==> src/rtl/param_pkg.sv <==
// Shared constants, slot classes and FSM states for the STM-1 frame scheduler.
package param_pkg;

    localparam int unsigned STM1_Length = 270;
    localparam int unsigned STM1_Width  = 9;
    localparam int unsigned c4_Length   = 260;

    localparam int unsigned SOH_COLS = 9;
    localparam int unsigned POH_COL  = 9;
    localparam int unsigned PTR_ROW  = 3;

    typedef enum logic [1:0] {
        SelSoh = 2'd0,
        SelPtr = 2'd1,
        SelPoh = 2'd2,
        SelC4  = 2'd3
    } byte_sel_e;

    typedef enum logic [1:0] {
        StIdle   = 2'd0,
        StRun    = 2'd1,
        StFinish = 2'd2
    } state_e;

    // Payload occupies the trailing c4_Length columns of each row.
    function automatic byte_sel_e slot_class(input logic [3:0] row, input logic [8:0] col);
        if (col < 9'(SOH_COLS)) begin
            return (row == 4'(PTR_ROW)) ? SelPtr : SelSoh;
        end else if (col >= 9'(STM1_Length - c4_Length)) begin
            return SelC4;
        end else begin
            return SelPoh;
        end
    endfunction

endpackage

==> src/rtl/stm1_pos_counter.sv <==
// Row/column position of the current STM-1 slot; wraps column, then row, then frame.
module stm1_pos_counter
    import param_pkg::*;
(
    input  logic       clk,
    input  logic       rst,
    input  logic       clr,
    input  logic       adv,
    output logic [3:0] row,
    output logic [8:0] col,
    output logic       last
);

    localparam logic [3:0] LastRow = 4'(STM1_Width - 1);
    localparam logic [8:0] LastCol = 9'(STM1_Length - 1);

    logic [3:0] row_q, row_d;
    logic [8:0] col_q, col_d;

    always_comb begin
        row_d = row_q;
        col_d = col_q;
        if (clr) begin
            row_d = '0;
            col_d = '0;
        end else if (adv) begin
            if (col_q == LastCol) begin
                col_d = '0;
                row_d = (row_q == LastRow) ? 4'd0 : row_q + 4'd1;
            end else begin
                col_d = col_q + 9'd1;
            end
        end
    end

    always_ff @(posedge clk) begin
        if (rst) begin
            row_q <= '0;
            col_q <= '0;
        end else begin
            row_q <= row_d;
            col_q <= col_d;
        end
    end

    assign row  = row_q;
    assign col  = col_q;
    assign last = (row_q == LastRow) && (col_q == LastCol);

endmodule

==> src/rtl/stm1_frame_sched.sv <==
// STM-1 frame slot scheduler: walks the 9x270 frame, classifies each slot and
// paces C4 payload pops against downstream backpressure.
module stm1_frame_sched
    import param_pkg::*;
#(
    parameter int unsigned MAX_FRAMES = 0
) (
    input  logic       clk,
    input  logic       rst,
    input  logic       en,
    input  logic       out_ready,
    output logic       out_valid,
    input  logic       c4_valid,
    output logic       c4_rd,
    output logic [1:0] byte_sel,
    output logic [3:0] row,
    output logic [8:0] col,
    output logic [3:0] poh_idx,
    output logic       frame_start,
    output logic       frame_done,
    output logic [7:0] frame_cnt,
    output logic       busy,
    output logic       underflow
);

    state_e      state_q, state_d;
    logic        start_q, start_d;
    logic [31:0] run_cnt_q, run_cnt_d;
    logic [7:0]  frame_cnt_q;
    logic        underflow_q;

    logic        active;
    logic        accept;
    logic        last;
    logic        limit_hit;
    byte_sel_e   sel;

    // Position is held at (0, 0) while idle so each run starts on a frame boundary.
    stm1_pos_counter u_pos (
        .clk  (clk),
        .rst  (rst),
        .clr  (state_q == StIdle),
        .adv  (accept),
        .row  (row),
        .col  (col),
        .last (last)
    );

    assign active    = (state_q != StIdle);
    assign sel       = slot_class(row, col);
    assign out_valid = active && ((sel != SelC4) || c4_valid);
    assign accept    = out_valid && out_ready;
    assign limit_hit = (MAX_FRAMES != 0) && ((run_cnt_q + 32'd1) == MAX_FRAMES);

    always_comb begin
        state_d   = state_q;
        start_d   = 1'b0;
        run_cnt_d = run_cnt_q;
        unique case (state_q)
            StIdle: begin
                if (en) begin
                    state_d   = StRun;
                    start_d   = 1'b1;
                    run_cnt_d = '0;
                end
            end
            StRun: begin
                if (frame_done) begin
                    run_cnt_d = run_cnt_q + 32'd1;
                    if (!en || limit_hit) begin
                        state_d = StIdle;
                    end else begin
                        start_d = 1'b1;
                    end
                end else if (!en) begin
                    state_d = StFinish;
                end
            end
            StFinish: begin
                if (frame_done) begin
                    state_d = StIdle;
                end
            end
            default: state_d = StIdle;
        endcase
    end

    always_ff @(posedge clk) begin
        if (rst) begin
            state_q     <= StIdle;
            start_q     <= 1'b0;
            run_cnt_q   <= '0;
            frame_cnt_q <= '0;
            underflow_q <= 1'b0;
        end else begin
            state_q   <= state_d;
            start_q   <= start_d;
            run_cnt_q <= run_cnt_d;
            if (frame_done) begin
                frame_cnt_q <= frame_cnt_q + 8'd1;
            end
            if (active && (sel == SelC4) && out_ready && !c4_valid) begin
                underflow_q <= 1'b1;
            end
        end
    end

    assign byte_sel    = sel;
    assign poh_idx     = (sel == SelPoh) ? row : 4'd0;
    assign c4_rd       = accept && (sel == SelC4);
    assign frame_done  = accept && last;
    assign frame_start = start_q;
    assign frame_cnt   = frame_cnt_q;
    assign busy        = active;
    assign underflow   = underflow_q;

endmodule

==> config.mk <==
export PLATFORM = sky130hd
export DESIGN_NAME = stm1_frame_sched
export DESIGN_NICKNAME = d
export VERILOG_FILES = /design/src/rtl/param_pkg.sv /design/src/rtl/stm1_pos_counter.sv /design/src/rtl/stm1_frame_sched.sv
export SDC_FILE = /design/constraint.sdc
export NUM_CORES = 1
export LEC_CHECK = 0
export ABC_AREA = 1
export CORE_MARGIN = 2
export CORE_UTILIZATION = 50
export CTS_CLUSTER_SIZE = 12
export DETAILED_ROUTE_END_ITERATION = 10
export PLACE_DENSITY = 0.8
export REMOVE_ABC_BUFFERS = 1
export SLEW_MARGIN = 5
export SYNTH_ARGS = -nofsm -noshare
export SYNTH_HDL_FRONTEND = slang
export SYNTH_SLANG_ARGS = --single-unit
export TNS_END_PERCENT = 50
==> constraint.sdc <==
create_clock -name clk -period 2.33 [get_ports clk]
set_clock_uncertainty 0.1 [all_clocks]
set_input_delay 0.5825 -clock clk [delete_from_list [all_inputs] [get_ports clk]]
set_output_delay 0.5825 -clock clk [all_outputs]
set_load 0.05 [all_outputs]
# Word level (Yosys, flattened, before mapping)
# Cells that the tools add are included.
# word_totals
reg_bits,25
latchBits,0
mem_bits_rw,0
rom_bits,0
inputBits,5
out_inout_bits,33
memories,0
# classes
n_addsub,3
n_mul,0
div_mod_pow,0
order_cmp,2
eq_ne,11
shifts,0
muxes,15
bitwise,0
reduce_logical,15
# op_table
cell,n
2-bit two-way mux,6
9-bit by 1-bit adder with 9-bit output (second input constant),1
9-bit == test (second input constant),1
9-bit by 4-bit greater-or-equal comparator with 1-bit output (second input constant),1
9-bit by 4-bit less-than comparator with 1-bit output (second input constant),1
9-bit two-way mux,1
8-bit by 1-bit adder with 8-bit output (second input constant),1
1-bit logical AND,8
4-bit two-way mux,2
2-bit inequality test (second input constant),4
2-bit == test (second input constant),3
2-bit one-hot mux with 3 select lines,1
4-bit by 1-bit adder with 4-bit output (second input constant),1
4-bit by 2-bit == test with 1-bit output (second input constant),1
4-bit == test (second input constant),1
1-bit two-way mux,4
3-bit AND reduction,1
2-bit by 1-bit == test with 1-bit output (second input constant),1
2-bit logical NOT,1
1-bit one-hot mux with 2 select lines,1
2-bit AND reduction,1
2-bit nonzero test,1
2-bit OR reduction,1
1-bit logical NOT,1
1-bit logical OR,1

# Depth between registers and ports, before layout
# Gate-level depths: netlist (run 1).
# logic_depth
ltp_word,10
depth_mapped,10

# By module
# Synthesis (run 1) repeated with hierarchy kept, for this count alone.
# unflattened
hier_cells,235
hier_area_um2,1635.3
# modules_own_cells
module,n_inst,cells_each,area_each_um2,seq_area_each_um2
stm1_frame_sched,1,127,857.1,240.2
stm1_pos_counter,1,108,778.2,260.2

# Least setup slack after synthesis (run 1)
# No wires, ideal clock.
# synth_timing
path_type,reg2out
start,"reg u_pos.col_q[0], in the netlist u_pos.col[0]"
end,out poh_idx[0]
t_arrival_ns,2.114
setup_slack_ns,-0.467
path_stages_with_launch,6
n_path_buf,0
path_cell_list,dfxtp_1 inv_1 ha_1 nand3_1 nand4_1 nor2_1
# synth_between
elab_chain_len,5
word_cells_on_any_way,6
classes_between,order compare: 2; eq/ne: 1; mux: 3
# synth_lines
item,line_no,rtl
start: declaration,stm1_pos_counter.sv:18,"logic [8:0] col_q, col_d;"
start signal: assignment,stm1_pos_counter.sv:42,col_q <= col_d;
9-bit by 4-bit greater-or-equal comparator with 1-bit output,param_pkg.sv:29,end else if (col >= 9'(STM1_Length - c4_Length)) begin
1-bit two-way mux,param_pkg.sv:29,
2-bit two-way mux (*),param_pkg.sv:27,if (col < 9'(SOH_COLS)) begin
2-bit == test (*),stm1_frame_sched.sv:109,assign poh_idx = (sel == SelPoh) ? row : 4'd0;
4-bit two-way mux (*),stm1_frame_sched.sv:109,
end: declaration,stm1_frame_sched.sv:18,"output logic [3:0] poh_idx,"
# Every way passes the cells marked *; elsewhere a longest branch is shown, timed or not.

# Worst setup path after layout (run 1)
# layout_timing
start,"reg u_pos.col_q[7], in the netlist u_pos.col[7]"
end,out poh_idx[3]
# Same word-level chain as after synthesis.

==> metrics.txt, run 1 <==
# TYPE chip_impl_metric gauge
chip_impl_metric{name="vdd.ir_drop.worst",unit="uV"} 220
chip_impl_info{name="hold_path_end",value="underflow"} 1
chip_impl_metric{name="placementRows",unit=""} 20
chip_impl_info{name="cts_tree",value="built"} 1
chip_impl_metric{name="avgRoutedWirePerCell",unit="um"} 13.6
chip_impl_metric{name="vias_per_cell",unit=""} 5.20
chip_impl_metric{name="weighted_congestion_reported_at_the_end_of_routability_driven_placement",unit=""} 0.880
chip_impl_metric{name="postSynthAreaPerCell",unit="um^2"} 7.05
chip_impl_info{name="criticalPathCategory",value="flip-flop to primary output"} 1
chip_impl_metric{name="headroom_to_the_max_slew_limit",unit=""} 0.652
chip_impl_metric{name="port_buffer_count",unit=""} 37
chip_impl_info{name="min-delay-start",value="underflow"} 1
chip_impl_metric{name="critical_path.max_fanout",unit=""} 5
chip_impl_metric{name="worst_setup_hold_path_clk_slew",unit="ns"} 0.15
chip_impl_metric{name="maximum_number_of_pins_on_one_net_before_global_route_repair",unit=""} 24
chip_impl_metric{name="cts-buffers-inserted",unit=""} 3
chip_impl_metric{name="start_util",unit=""} 0.534
chip_impl_metric{name="drive_above_1_share",unit=""} 0.278
chip_impl_metric{name="setup_viol",unit=""} 6
chip_impl_metric{name="power.density_cell_area",unit="nW/um^2"} 312
chip_impl_metric{name="die_area",unit="um^2"} 3760
chip_impl_metric{name="slew_viol_final",unit=""} 0
chip_impl_metric{name="dieWidth",unit="um"} 61.3
chip_impl_metric{name="dpl.cell_count",unit=""} 315
chip_impl_metric{name="leakagePower",unit="nW"} 1.12
chip_impl_info{name="root_buffer",value="clkbuf_4"} 1
chip_impl_metric{name="required",unit="ns"} 1.65
chip_impl_info{name="r2r_start",value="u_pos.col[7]"} 1
chip_impl_metric{name="grt.overflow.total",unit=""} 0
chip_impl_metric{name="clk-insertion-delay-late",unit="ns"} 0.33
chip_impl_metric{name="fin_nets",unit=""} 296
chip_impl_metric{name="route.final.wire_length",unit="um"} 4470
chip_impl_info{name="final_common_cell",value="nand2_1"} 1
chip_impl_metric{name="r2r_slack",unit="ns"} 0.49
chip_impl_metric{name="die_height",unit="um"} 61.3
chip_impl_metric{name="synth_seq_area_share",unit=""} 0.305
chip_impl_metric{name="post-place-ws",unit="ns"} -0.0149
chip_impl_metric{name="max_slew.worst_pin.slew",unit="ns"} 0.521
chip_impl_metric{name="max_cap_viol_count",unit=""} 0
chip_impl_metric{name="min_delay_path_depth",unit=""} 2
chip_impl_metric{name="finish.cell_count_without_fillers",unit=""} 328
chip_impl_metric{name="syn_inst_count",unit=""} 233
chip_impl_metric{name="worst_hold_slack",unit="ns"} 0.366
chip_impl_metric{name="ctsHtreeMaxLevel",unit=""} 1
chip_impl_metric{name="clock.fmax",unit="MHz"} 417
chip_impl_metric{name="syn_to_final_growth",unit="%"} 44.6
chip_impl_metric{name="detailedRoute.firstPassIterationCount",unit=""} 4
chip_impl_info{name="critical_path.startpoint_type",value="flip-flop"} 1
chip_impl_metric{name="number_of_global_route_vias_before_repair",unit=""} 1568
chip_impl_metric{name="grt_pass1_wl",unit="um"} 7200
chip_impl_metric{name="drc_errors",unit=""} 0
chip_impl_metric{name="p_total",unit="mW"} 0.740
chip_impl_metric{name="synthesis.area",unit="um^2"} 1640
chip_impl_info{name="rsz0062_at_grt",value="yes"} 1
chip_impl_metric{name="cts-root-to-sink-buffers",unit=""} 2
chip_impl_metric{name="post_route_fraction_of_the_period_consumed_by_the_critical_path",unit=""} 1.03
chip_impl_metric{name="antenna_violations_before_repair",unit=""} 0
chip_impl_metric{name="ys_warnings",unit=""} 0
chip_impl_metric{name="via_count",unit=""} 1704
chip_impl_info{name="setup.worst_path.end_class",value="primary output"} 1
chip_impl_metric{name="critical_path_arrival",unit="ns"} 1.72
chip_impl_metric{name="diodes",unit=""} 0
chip_impl_metric{name="grtUsageTotal",unit=""} 0.255
chip_impl_metric{name="synth.distinct_cells",unit=""} 32
chip_impl_metric{name="fillerInstances",unit=""} 226
chip_impl_metric{name="final_antenna_net_count",unit=""} 0
chip_impl_metric{name="core-area",unit="um^2"} 3080
chip_impl_metric{name="post-route-worst-setup-slack",unit="ns"} -0.0696
chip_impl_info{name="r2r-end",value="u_pos.row[1]"} 1
chip_impl_info{name="status",value="finished, violations left"} 1
chip_impl_info{name="failing_checks",value="setup timing"} 1
chip_impl_info{name="holdCritPathClass",value="flip-flop to flip-flop"} 1
chip_impl_metric{name="synth_seq_cells",unit=""} 25
chip_impl_metric{name="initialDrtViolationCount",unit=""} 123
chip_impl_info{name="layout.cells.most_common_list",value="54 x nand2_1, 22 x inv_1, 21 x buf_4"} 1
chip_impl_metric{name="cts_hold_repair.buffers",unit=""} 0
chip_impl_metric{name="hpwl",unit="um"} 2880
chip_impl_metric{name="numClockSinks",unit=""} 25
chip_impl_metric{name="ff2ff_path_depth",unit=""} 10
chip_impl_metric{name="num_ports",unit=""} 38
chip_impl_metric{name="fin_crit",unit="ns"} 2.40
chip_impl_metric{name="finalHoldViolCount",unit=""} 0
flip-flops by register name (all words and copies together) (netlist names):
name and count:
u_pos.row 4, underflow 1, state_q 2, u_pos.col 9, frame_start 1, frame_cnt 8
cell type report:
type | instances | area [um^2] | area share
sequential | 25 | 524 | 0.221
inverter | 32 | 130 | 0.0548
multi-input combinational | 169 | 1050 | 0.443
clock inverter | 1 | 7.51 | 0.00316
timing repair buffer | 54 | 584 | 0.246
tap | 44 | 55.1 | 0.0232
clock buffer | 3 | 22.5 | 0.00948
cell families after synthesis:
logic type | synth area share
xor gates and xnor gates | 0.0373
adders and majority gates | 0.0457
DFF | 0.305
AOI/OAI and AO/OA | 0.0876
buffers and inverters | 0.113
and+or+nand+nor | 0.411
worst max path at each step:
stage / start / to / slack (ns) / cells after the start
floorplan: u_pos.col[0] / out_valid / -0.51 / 7
global placement: out_ready / frame_done / -0.02 / 6
detailed placement: out_ready / frame_done / -0.01 / 6
CTS: u_pos.col[3] / byte_sel[0] / 0.0007 / 8
global route: u_pos.col[7] / byte_sel[0] / -0.14 / 8
finish: u_pos.col[7] / poh_idx[3] / -0.07 / 7
where the power goes:
group	internal (mW)	switching (mW)	total, mW
sequential	0.427	0.00477	0.432
clock	0.0659	0.144	0.210
combinational	0.0349	0.0636	0.0986
total	0.528	0.213	0.740
synth_stat cells:
master	n	share of area
a21boi_1	1	0.0046
a21oi_1	19	0.058
buf_2	2	0.0061
buf_6	2	0.014
buf_8	2	0.018
clkbuf_1	1	0.0023
clkinv_1	1	0.0023
dfxtp_1	25	0.30
ha_1	6	0.046
inv_1	30	0.069
inv_2	1	0.0023
nand2_1	54	0.12
nand2_2	2	0.0076
nand2_4	1	0.0069
nand2_8	1	0.012
nand3_1	16	0.049
nand3_2	3	0.018
nand3_4	1	0.011
nand3b_1	3	0.014
nand4_1	18	0.069
nor2_1	22	0.050
nor2_2	3	0.011
nor2_4	2	0.014
nor2_8	1	0.012
nor3_1	3	0.0091
nor3b_1	1	0.0046
o21a_1	1	0.0046
o21ai_0	2	0.0061
o21ai_4	1	0.0099
o31ai_1	1	0.0046
xnor2_1	1	0.0053
xor2_1	6	0.032
critical path, cell delays in order, from the launching register on:
cell	delay [ns]
dfxtp_4	0.39
nor2_4	0.13
nand2_2	0.08
nor2_4	0.18
nand4_1	0.16
buf_6	0.18
nor2_4	0.11
buf_12	0.15
layer usage:
metal / vias up / part of all wire / GRT usage
li1: 861 / - / -
met4: 0 / 0.012 / 0.0807
met2: 43 / 0.51 / 0.401
met1: 791 / 0.44 / 0.351
met3: 9 / 0.046 / 0.0504
met5: - / 0 / 0
per-stage QoR:
step / setup TNS, ns / cell area (um^2) / util
6_report: -0.307 / 2380 / 0.772
5_1_grt: -0.754 / 2380 / 0.772
4_1_cts: 0 / 2280 / 0.740
3_5_place_dp: -0.0149 / 2130 / 0.691
3_3_place_gp: -0.0226 / 2130 / 0.691
2_1_floorplan: -3.02 / 1580 / -
timing repair:
item,4_1_cts,5_1_grt
pin swaps,5,8
setup buffers,7,2
endpoints found under the setup margin,13,15
gates resized for setup,31,29
gates cloned,0,0
No activity file was read; power rests on OpenSTA's default activity.
==> run 2: changes to the inputs <==
--- a/config.mk
+++ b/config.mk
@@ -6,6 +6,7 @@
 export NUM_CORES = 1
 export LEC_CHECK = 0
 export ABC_AREA = 1
+export CAP_MARGIN = 15
 export CORE_MARGIN = 2
 export CORE_UTILIZATION = 50
 export CTS_CLUSTER_SIZE = 12
==> results of run 2 <==
No change in the layout: final DEF, timing and power equal those of run 1.
==> run 3: changes to the inputs <==
--- a/config.mk
+++ b/config.mk
@@ -13,6 +13,7 @@
 export DETAILED_ROUTE_END_ITERATION = 10
 export PLACE_DENSITY = 0.8
 export REMOVE_ABC_BUFFERS = 1
+export SKIP_CTS_REPAIR_TIMING = 1
 export SLEW_MARGIN = 5
 export SYNTH_ARGS = -nofsm -noshare
 export SYNTH_HDL_FRONTEND = slang
==> run 3 against run 2 <==
Net effect:
- the run still ends with setup timing left
- critical path type unchanged
- sequential share of layout area shrank 0.094 points
- design area barely moved
- largest cell class unchanged
- fmax up 0.87%
- highest routed layer unchanged
- cell count unchanged
- global-route usage decreased by 2.1 points
- clock-buffer cell count is the same
- combinational power is 1% higher
- largest power group unchanged
==> metrics.txt, run 3 (synthesized netlist as in run 1, its figures left out) <==
# TYPE chip_impl_metric gauge
chip_impl_info{name="status",value="finished, violations left"} 1
chip_impl_info{name="failing_checks",value="setup timing"} 1
chip_impl_metric{name="fin_crit",unit="ns"} 2.38
chip_impl_metric{name="fin_area",unit="um^2"} 2370
chip_impl_metric{name="grt_pass1_wl",unit="um"} 6610
chip_impl_metric{name="required",unit="ns"} 1.65
chip_impl_metric{name="detailedRoute.firstPassIterationCount",unit=""} 4
chip_impl_metric{name="number_of_global_route_vias_before_repair",unit=""} 1489
chip_impl_metric{name="max_slew.worst_pin.slew",unit="ns"} 0.519
chip_impl_info{name="critical_path.startpoint_type",value="flip-flop"} 1
chip_impl_info{name="r2r_start",value="u_pos.col[6]"} 1
chip_impl_metric{name="placementRows",unit=""} 20
chip_impl_info{name="final_common_cell",value="nand2_1"} 1
chip_impl_metric{name="pwr-share-clk",unit=""} 0.289
chip_impl_metric{name="port_buffer_count",unit=""} 37
chip_impl_metric{name="leakagePower",unit="nW"} 1.17
chip_impl_metric{name="avgRoutedWirePerCell",unit="um"} 13.6
chip_impl_metric{name="cellInternalPower",unit="mW"} 0.530
chip_impl_metric{name="finish.cell_count_without_fillers",unit=""} 328
chip_impl_metric{name="drive_above_1_share",unit=""} 0.275
chip_impl_metric{name="worst_hold_slack",unit="ns"} 0.377
chip_impl_metric{name="critical_path.max_fanout",unit=""} 5
chip_impl_metric{name="buffering_stage_count_on_the_worst_path_with_inverters_included",unit=""} 3
chip_impl_metric{name="via_count",unit=""} 1702
chip_impl_metric{name="post_route_fraction_of_the_period_consumed_by_the_critical_path",unit=""} 1.02
chip_impl_metric{name="r2r_slack",unit="ns"} 0.48
chip_impl_info{name="holdCritPathClass",value="flip-flop to flip-flop"} 1
chip_impl_metric{name="fin_nets",unit=""} 296
chip_impl_info{name="critical_path.slowest_cell",value="dfxtp_4"} 1
chip_impl_metric{name="part_of_the_power_in_combinational_logic",unit=""} 0.133
chip_impl_info{name="cts_tree",value="built"} 1
chip_impl_metric{name="numClockSinks",unit=""} 25
chip_impl_metric{name="antenna_violations_before_repair",unit=""} 0
chip_impl_metric{name="grt.overflow.total",unit=""} 0
chip_impl_metric{name="dpl.cell_count",unit=""} 315
chip_impl_info{name="rsz0062_at_grt",value="yes"} 1
chip_impl_metric{name="slew_viol_final",unit=""} 0
chip_impl_metric{name="finalHoldViolCount",unit=""} 0
chip_impl_metric{name="cts-buffers-inserted",unit=""} 3
chip_impl_metric{name="power.density_cell_area",unit="nW/um^2"} 315
chip_impl_metric{name="min_delay_path_depth",unit=""} 1
chip_impl_metric{name="weighted_congestion_reported_at_the_end_of_routability_driven_placement",unit=""} 0.880
chip_impl_metric{name="core-area",unit="um^2"} 3080
chip_impl_metric{name="syn_to_final_growth",unit="%"} 44.6
chip_impl_metric{name="clk-insertion-delay-late",unit="ns"} 0.34
chip_impl_info{name="hold_path_end",value="state_q[0]"} 1
chip_impl_info{name="root_buffer",value="clkbuf_4"} 1
chip_impl_metric{name="ctsHtreeMaxLevel",unit=""} 1
chip_impl_metric{name="hpwl",unit="um"} 2880
chip_impl_metric{name="max_cap_viol_count",unit=""} 0
chip_impl_info{name="criticalPathCategory",value="flip-flop to primary output"} 1
chip_impl_metric{name="cts-root-to-sink-buffers",unit=""} 2
chip_impl_metric{name="clock.fmax",unit="MHz"} 420
chip_impl_metric{name="initialDrtViolationCount",unit=""} 130
chip_impl_metric{name="grtUsageTotal",unit=""} 0.233
chip_impl_metric{name="drc_errors",unit=""} 0
chip_impl_info{name="layout.cells.most_common_list",value="53 x nand2_1, 23 x inv_1, 21 x buf_4"} 1
chip_impl_metric{name="vdd.ir_drop.worst",unit="uV"} 304
chip_impl_info{name="timing.critical_path.cells",value="inv_4, ha_4, nand3_4, o21ai_4, nand2_8, nand4_1, inv_2, buf_12"} 1
chip_impl_metric{name="vias_per_cell",unit=""} 5.19
chip_impl_metric{name="num_ports",unit=""} 38
chip_impl_metric{name="headroom_to_the_max_slew_limit",unit=""} 0.653
chip_impl_metric{name="place_area",unit="um^2"} 2130
chip_impl_info{name="r2r-end",value="u_pos.col[0]"} 1
chip_impl_metric{name="die_height",unit="um"} 61.3
chip_impl_metric{name="maximum_number_of_pins_on_one_net_before_global_route_repair",unit=""} 24
chip_impl_metric{name="ff2ff_path_depth",unit=""} 9
chip_impl_metric{name="dieWidth",unit="um"} 61.3
chip_impl_info{name="min-delay-start",value="state_q[1]"} 1
chip_impl_metric{name="start_util",unit=""} 0.534
chip_impl_metric{name="setup_viol",unit=""} 4
chip_impl_metric{name="worst_setup_hold_path_clk_slew",unit="ns"} 0.15
chip_impl_metric{name="diodes",unit=""} 0
chip_impl_metric{name="sequential_group_share_of_total_power",unit=""} 0.577
chip_impl_info{name="setup.worst_path.end_class",value="primary output"} 1
chip_impl_metric{name="critical_path_arrival",unit="ns"} 1.70
chip_impl_metric{name="final_antenna_net_count",unit=""} 0
chip_impl_metric{name="route.final.wire_length",unit="um"} 4450
chip_impl_info{name="critPathTopFamily",value="flip-flops"} 1
chip_impl_metric{name="die_area",unit="um^2"} 3760
chip_impl_metric{name="power.net_switching",unit="mW"} 0.219
chip_impl_metric{name="post-route-worst-setup-slack",unit="ns"} -0.0489
chip_impl_metric{name="largest_reg_flops",unit=""} 9
chip_impl_metric{name="delay_of_the_slowest_critical_path_stage",unit="ns"} 0.40
chip_impl_metric{name="power_switching_share",unit=""} 0.292
[run 3: power groups by stage]
stage	sequential, mW	clock, mW	combinational (mW)
final	0.432	0.217	0.0999
after global routing	0.433	0.234	0.107
after CTS	0.436	0.219	0.0908
after detailed placement	0.445	0	0.0908
after global placement	0.444	0	0.0900
after floorplan	0.451	0	0.0422
[run 3: final cells by class]
class	instances	area (um^2)
multi-input cells	169	1040
repair buffers	54	598
well taps	44	55.1
flip-flops and latches	25	522
clock buffers	3	22.5
clock inverters	1	7.51
inverters	32	128
fillers	231	703
[run 3: how the worst max path moves through the flow]
stage,startpoint,end,cells after the start
2_1_floorplan,u_pos.col[0],out_valid,7
3_3_place_gp,out_ready,frame_done,6
3_5_place_dp,out_ready,frame_done,6
4_1_cts,u_pos.col[0],poh_idx[3],6
5_1_grt,u_pos.col[3],frame_done,8
6_report,u_pos.col[0],frame_done,8
[run 3: routing by layer]
metal / vias to the layer above / global-route usage / wire length, um
met5: - / 0 / 0
met4: 0 / 0.0745 / 46
met3: 5 / 0.0483 / 214
met2: 51 / 0.366 / 2100
met1: 786 / 0.320 / 2080
li1: 860 / - / -
[run 3: worst reg2reg max path, cell delays in order (launching register included)]
cell     delay [ns]
dfxtp_4        0.39
nor2_4         0.13
nand2_2        0.09
nor2_4         0.17
o21ai_4        0.11
nand2_8        0.09
buf_4          0.28
nand2_2        0.22
nand2_1        0.12
a21oi_1        0.07
[run 3: stage by stage]
stage | setup WS, ns | TNS, ns | util | power, mW
2_1_floorplan | -0.507 | -3.02 | - | 0.494
3_3_place_gp | -0.0226 | -0.0226 | 0.691 | 0.534
3_5_place_dp | -0.0149 | -0.0149 | 0.691 | 0.536
4_1_cts | -0.231 | -1.53 | 0.701 | 0.746
5_1_grt | -0.148 | -0.688 | 0.772 | 0.774
6_report | -0.0489 | -0.0842 | 0.772 | 0.749
